--- src/rtl/ternary_pkg.sv ---
// Shared definitions for the ternary matrix-vector multiplier and its sequencer.
package ternary_pkg;

    // Matrix geometry: IN_LEN inputs (rows) by OUT_LEN outputs (columns).
    localparam int IN_LEN    = 16;
    localparam int OUT_LEN   = 8;
    localparam int BIT_WIDTH = 8;

    // Derived sizes.
    localparam int W_BITS    = 2 * IN_LEN * OUT_LEN;
    localparam int W_BYTES   = W_BITS / 8;
    localparam int PAIRS     = IN_LEN / 2;
    localparam int W_CNT_W   = $clog2(W_BYTES);
    localparam int X_CNT_W   = $clog2(IN_LEN + 1);
    localparam int X_IDX_W   = $clog2(IN_LEN);
    localparam int PH_W      = $clog2((PAIRS > OUT_LEN) ? PAIRS : OUT_LEN);

    // Ternary weight encodings; any other code means zero.
    localparam logic [1:0] W_POS = 2'b01;
    localparam logic [1:0] W_NEG = 2'b11;

    // Sequencer states.
    typedef enum logic [1:0] {
        LOAD  = 2'd0,
        RUN   = 2'd1,
        DRAIN = 2'd2,
        OUT   = 2'd3
    } state_t;

endpackage

--- src/rtl/ternary_w_loader.sv ---
// Byte-wide weight loader: a wrapping byte counter writes successive bytes of
// the weight matrix register, which directly drives the multiplier weights.
module ternary_w_loader
    import ternary_pkg::*;
(
    input  logic                clk,
    input  logic                rst_n,
    input  logic                accept,
    input  logic [7:0]          data,
    output logic [W_BITS-1:0]   w_mat,
    output logic [W_CNT_W-1:0]  count,
    output logic                loaded
);

    // Byte k lands at bits [8k+7:8k]; loaded latches on the final byte and
    // stays set through later partial reloads (the caller gates on count).
    always_ff @(posedge clk or negedge rst_n) begin
        if (!rst_n) begin
            w_mat  <= '0;
            count  <= '0;
            loaded <= 1'b0;
        end else if (accept) begin
            w_mat[{count, 3'b000} +: 8] <= data;
            count <= count + 1'b1;
            if (count == W_CNT_W'(W_BYTES - 1)) begin
                loaded <= 1'b1;
            end
        end
    end

endmodule

--- src/rtl/ternary_mv_ctrl.sv ---
// Sequencer for the ternary matrix-vector multiplier: collects weights and an
// input vector, runs one compute pass, drains the serial results and streams
// them out.
//
// Handshakes: every stream transfers a byte on a rising clk edge where both
// valid and ready are high; a producer holds valid and data stable until that
// edge, and ready may be asserted independently of valid.
module ternary_mv_ctrl
    import ternary_pkg::*;
(
    input  logic                   clk,
    input  logic                   rst_n,
    input  logic                   w_valid,
    output logic                   w_ready,
    input  logic [7:0]             w_data,
    input  logic                   x_valid,
    output logic                   x_ready,
    input  logic [BIT_WIDTH-1:0]   x_data,
    output logic                   y_valid,
    input  logic                   y_ready,
    output logic [BIT_WIDTH-1:0]   y_data,
    output logic                   mult_en,
    output logic [2*BIT_WIDTH-1:0] mult_vec_in,
    output logic [W_BITS-1:0]      mult_w,
    input  logic [BIT_WIDTH-1:0]   mult_vec_out,
    input  logic                   mult_set,
    output logic                   busy,
    output logic                   done,
    output logic                   err,
    output state_t                 fsm_state,
    output logic                   w_loaded
);

    state_t               state_q, state_d;
    logic [PH_W-1:0]      phase_q, phase_d;
    logic [BIT_WIDTH-1:0] x_buf [IN_LEN];
    logic [BIT_WIDTH-1:0] y_buf [OUT_LEN];
    logic [X_CNT_W-1:0]   x_count;
    logic [W_CNT_W-1:0]   w_count;
    logic                 x_full;
    logic                 start;
    logic                 last_run;
    logic                 last_out;
    logic                 x_accept;
    logic                 w_accept;
    logic                 y_accept;

    assign x_full   = (x_count == X_CNT_W'(IN_LEN));
    assign start    = x_full && w_loaded && (w_count == '0);
    assign last_run = (phase_q == PH_W'(PAIRS - 1));
    assign last_out = (phase_q == PH_W'(OUT_LEN - 1));
    assign x_accept = x_valid && x_ready;
    assign w_accept = w_valid && w_ready;
    assign y_accept = y_valid && y_ready;

    assign busy      = (state_q != LOAD);
    assign fsm_state = state_q;

    ternary_w_loader u_w_loader (
        .clk    (clk),
        .rst_n  (rst_n),
        .accept (w_accept),
        .data   (w_data),
        .w_mat  (mult_w),
        .count  (w_count),
        .loaded (w_loaded)
    );

    // State and phase registers; reset drops straight back to LOAD.
    always_ff @(posedge clk or negedge rst_n) begin
        if (!rst_n) begin
            state_q <= LOAD;
            phase_q <= '0;
        end else begin
            state_q <= state_d;
            phase_q <= phase_d;
        end
    end

    // Next-state logic plus all stream and multiplier controls, decoded
    // directly from state/phase so mult_en follows the async reset.
    always_comb begin
        state_d     = state_q;
        phase_d     = phase_q;
        mult_en     = 1'b0;
        mult_vec_in = '0;
        y_valid     = 1'b0;
        y_data      = '0;
        done        = 1'b0;
        w_ready     = 1'b0;
        x_ready     = 1'b0;
        case (state_q)
            LOAD: begin
                w_ready = 1'b1;
                x_ready = !x_full;
                if (start) begin
                    state_d = RUN;
                    phase_d = '0;
                end
            end
            RUN: begin
                mult_en     = 1'b1;
                mult_vec_in = {x_buf[{phase_q, 1'b0}], x_buf[{phase_q, 1'b1}]};
                if (last_run) begin
                    state_d = DRAIN;
                    phase_d = '0;
                end else begin
                    phase_d = phase_q + 1'b1;
                end
            end
            DRAIN: begin
                // Enable stays high with a zero pair while results stream back.
                mult_en = 1'b1;
                if (last_out) begin
                    state_d = OUT;
                    phase_d = '0;
                end else begin
                    phase_d = phase_q + 1'b1;
                end
            end
            OUT: begin
                w_ready = 1'b1;
                y_valid = 1'b1;
                y_data  = y_buf[phase_q];
                if (y_ready) begin
                    if (last_out) begin
                        done    = 1'b1;
                        state_d = LOAD;
                        phase_d = '0;
                    end else begin
                        phase_d = phase_q + 1'b1;
                    end
                end
            end
            default: begin
                state_d = LOAD;
                phase_d = '0;
            end
        endcase
    end

    // Input vector buffer; the count is cleared once the result vector is sent.
    always_ff @(posedge clk or negedge rst_n) begin
        if (!rst_n) begin
            x_count <= '0;
            for (int i = 0; i < IN_LEN; i++) begin
                x_buf[i] <= '0;
            end
        end else if (state_q == OUT && y_accept && last_out) begin
            x_count <= '0;
        end else if (x_accept) begin
            x_buf[x_count[X_IDX_W-1:0]] <= x_data;
            x_count <= x_count + 1'b1;
        end
    end

    // Capture one multiplier result per DRAIN cycle; a missing result-valid
    // is latched as a sticky error.
    always_ff @(posedge clk or negedge rst_n) begin
        if (!rst_n) begin
            err <= 1'b0;
            for (int i = 0; i < OUT_LEN; i++) begin
                y_buf[i] <= '0;
            end
        end else if (state_q == DRAIN) begin
            y_buf[phase_q] <= mult_vec_out;
            if (!mult_set) begin
                err <= 1'b1;
            end
        end
    end

endmodule

--- config.mk ---
export PLATFORM = sky130hd
export DESIGN_NAME = ternary_mv_ctrl
export DESIGN_NICKNAME = d
export VERILOG_FILES = /design/src/rtl/ternary_pkg.sv /design/src/rtl/ternary_w_loader.sv /design/src/rtl/ternary_mv_ctrl.sv
export SDC_FILE = /design/constraint.sdc
export NUM_CORES = 1
export LEC_CHECK = 0
export BUFFER_PORTS_ARGS = -buffer_cell sky130_fd_sc_hd__buf_2
export CAP_MARGIN = 10
export CORE_ASPECT_RATIO = 0.9
export CORE_MARGIN = 4
export CORE_UTILIZATION = 50
export DETAILED_ROUTE_END_ITERATION = 8
export PLACE_DENSITY_LB_ADDON = 0.15
export SYNTH_ARGS = -nofsm -noshare
export SYNTH_HDL_FRONTEND = slang
export SYNTH_SLANG_ARGS = --single-unit
--- constraint.sdc ---
create_clock -name clk -period 3.85 [get_ports clk]
set_input_delay 0.1925 -clock clk [delete_from_list [all_inputs] [get_ports clk]]
set_output_delay 0.1925 -clock clk [all_outputs]
set_load 0.01 [all_outputs]
==> impl_metrics.json <==
{
  "drc_errors": 0,
  "wl_mm": 58.85,
  "synth_ff_type": "dfrtp_1",
  "async_reset_ff_share_pct": 100.0,
  "fin_setup_tns_ns": 0,
  "finalHoldViolCount": 0,
  "tightest_slew_ns": 1.012,
  "clk_pin_slew_ns": 0.06,
  "critPathKind": "reg2reg",
  "synth-seq-area-share_pct": 56.80,
  "die_area_mm2": 0.04428,
  "grt_max_degree": 118,
  "p_per_area_mw_per_mm2": 786.0,
  "final_max_slew_viol_count": 0,
  "final_cell_mix": "462 x dfrtp_1, 318 x buf_2, 245 x mux2_2, 180 x a22o_1, 116 x nor2_1",
  "p_seq_share_pct": 38.7,
  "layout-drive-gt1-share_pct": 40.15,
  "syn-instance-count": 1531,
  "final_core_util_pct": 59.43,
  "finalPower_mw": 18.94,
  "rsz0062_at_grt": "false",
  "p_int_mw": 11.88,
  "synth-edff-count": 0,
  "worstSetupStartpointType": "flop",
  "fin_area_mm2": 0.02410,
  "finalSetupViolCount": 0,
  "cp.arrival_ns": 3.63,
  "fmax_mhz": 314.4,
  "netSwitchingPower_mw": 7.064,
  "crit_fanout": 17,
  "cts_root_buf": "clkbuf_16",
  "syn_area_per_cell_um2": 13.38,
  "seq_area_mm2": 0.01164,
  "slew_headroom_pct": 32.19,
  "required_ns": 4.30,
  "p_clk_share_pct": 23.5,
  "gp_congestion": 0.8710,
  "wire_per_inst_um": 24.59,
  "place_ws_ns": 0.6792,
  "cts.htree.levels": 2,
  "drv_cap": 0,
  "grt_pass1_vias": 14970,
  "cts_tree": "yes",
  "core-area_mm2": 0.04055,
  "vias": 14290,
  "ant_nets": 0,
  "swShare_pct": 37.30,
  "hp-class": "in2reg",
  "reg2reg_slack_ns": 0.67,
  "syn-cell-area_mm2": 0.02049,
  "grt_pass1_wl_mm": 90.33,
  "viasPerCell": 5.970,
  "endpoint_kind": "flop",
  "start_util_pct": 50.52,
  "antenna_found_initial": 1,
  "ios": 320,
  "die_h_um": 200.0,
  "status": "completed",
  "yosysTopAreaCell": "dfrtp_1",
  "cts_resized": 0,
  "period_needed_ns": 3.180,
  "multi_input_area_mm2": 0.008245,
  "fin_crit_sh_pct": 82.61,
  "port_buffers": 319,
  "yosysUniqueCellTypes": 66,
  "yosys.area.top_type_share_pct": 56.80,
  "dr.pass1.iters": 5,
  "nNetsFinal": 1874,
  "yosysWarningCount": 0,
  "combPwrFrac_pct": 37.8,
  "track_usage_pct": 25.97,
  "die_x_um": 221.4,
  "fillers": 3285,
  "p_leak_nw": 11.90,
  "clkLatencyLatePin_ns": 0.58,
  "cts.sinks": 465,
  "numCtsBuffers": 47,
  "syn_to_final_growth_pct": 17.63,
  "gr-total-overflow": 0,
  "vdd_drop_max_uv": 453.8,
  "synth-seq-cells": 465,
  "synthesis.nets": 1580,
  "drt_iter0_drc": 1086,
  "dpl.hpwl_mm": 40.07,
  "clock_skew_ns": 0.01402,
  "final_common_cell": "dfrtp_1",
  "rows": 70,
  "diodes": 0,
  "cts_max_path_buffers": 3,
  "worst_slack_ns": 0.6696,
  "post_dp_cell_area_mm2": 0.02252,
  "synthTopCellsByArea": "dfrtp_1 57%, mux2_2 13%, a22o_1 7.7%"
}
## state kept, by name, summed over array words and instances, names as in the netlist
name and cells:
err 1, fsm_state 2, phase_q 3, u_w_loader.count 5, u_w_loader.loaded 1, u_w_loader.w_mat 256, x_buf 128, x_count 5
y_buf 64
## routing by layer
layer	share of wire, %	global-route usage, %	up-vias
met5	0.034	0	-
met4	3.2	7.673	2
met3	6.9	6.521	107
met2	47	41.36	475
met1	43	36.00	7457
li1	-	-	6246
## critical path, cell delays in order (launching register included)
cell,delay (ns)
dfrtp_1,0.59
inv_1,0.18
ha_1,0.41
or2_0,0.39
o31ai_4,0.75
nand2_1,0.44
a22o_1,0.29
## repair_timing
action                    CTS  global route
hold buffers               10             0
buffers inserted            0             0
hold endpoints to repair  174             0
## cells in the mapped netlist, types with 16 or more instances
library cell / n
nand2_1: 28
mux2i_1: 31
ha_1: 19
o2bb2ai_1: 32
buf_2: 45
o22ai_1: 16
nor2_1: 116
inv_1: 19
dfrtp_1: 465
mux2_2: 245
and3_1: 17
clkbuf_1: 53
mux4_2: 26
nor2b_1: 22
nand4_1: 46
a22o_1: 180
## power groups by stage
stage | clock network [mW] | logic [mW] | registers [mW]
6_report | 4.46 | 7.16 | 7.32
3_3_place_gp | 0 | 7.01 | 7.31
4_1_cts | 4.56 | 7.17 | 7.31
5_1_grt | 4.76 | 7.70 | 7.50
3_5_place_dp | 0 | 7.14 | 7.36
2_1_floorplan | 0 | 4.66 | 7.34
## path summary, 6_finish.rpt
kind	start	endpoint	cells past startpoint
worst max-delay path	u_w_loader.count[0]	u_w_loader.w_mat[138]	6
worst min-delay path	x_data[1]	x_buf[81]	2
worst max register to register	u_w_loader.count[0]	u_w_loader.w_mat[138]	6
worst min register to register	err	err	1
max in group asynchronous	rst_n	u_w_loader.w_mat[124]	3
min in group asynchronous	rst_n	x_buf[84]	2
## cell families after synthesis
family                     after synthesis  synth area share [%]
DFF                                    465                 56.80
AOI/OAI and AO/OA                      309                 12.97
muxes                                  306                 18.06
and+or+nand+nor                        289                 7.592
buffers and inverters                  134                 3.029
adders and majority gates               19                 1.160
xor gates and xnor gates                 9                0.3848
## metrics by stage
stage	hold WS, ns	std cells
2_1_floorplan	-0.1031	1531
3_3_place_gp	0.3347	2306
3_5_place_dp	0.3602	2306
4_1_cts	0.04806	2393
5_1_grt	0.08349	2393
6_report	0.08415	2393
## area by class of cell
class,instances,area share [%]
clock buffers,68,5.706
clock inverters,9,0.4102
inverters,19,0.2960
multi-input cells,932,34.22
flip-flops and latches,465,48.31
well taps,540,2.804
repair buffers,360,8.255
(Power assumes the default switching activity.)
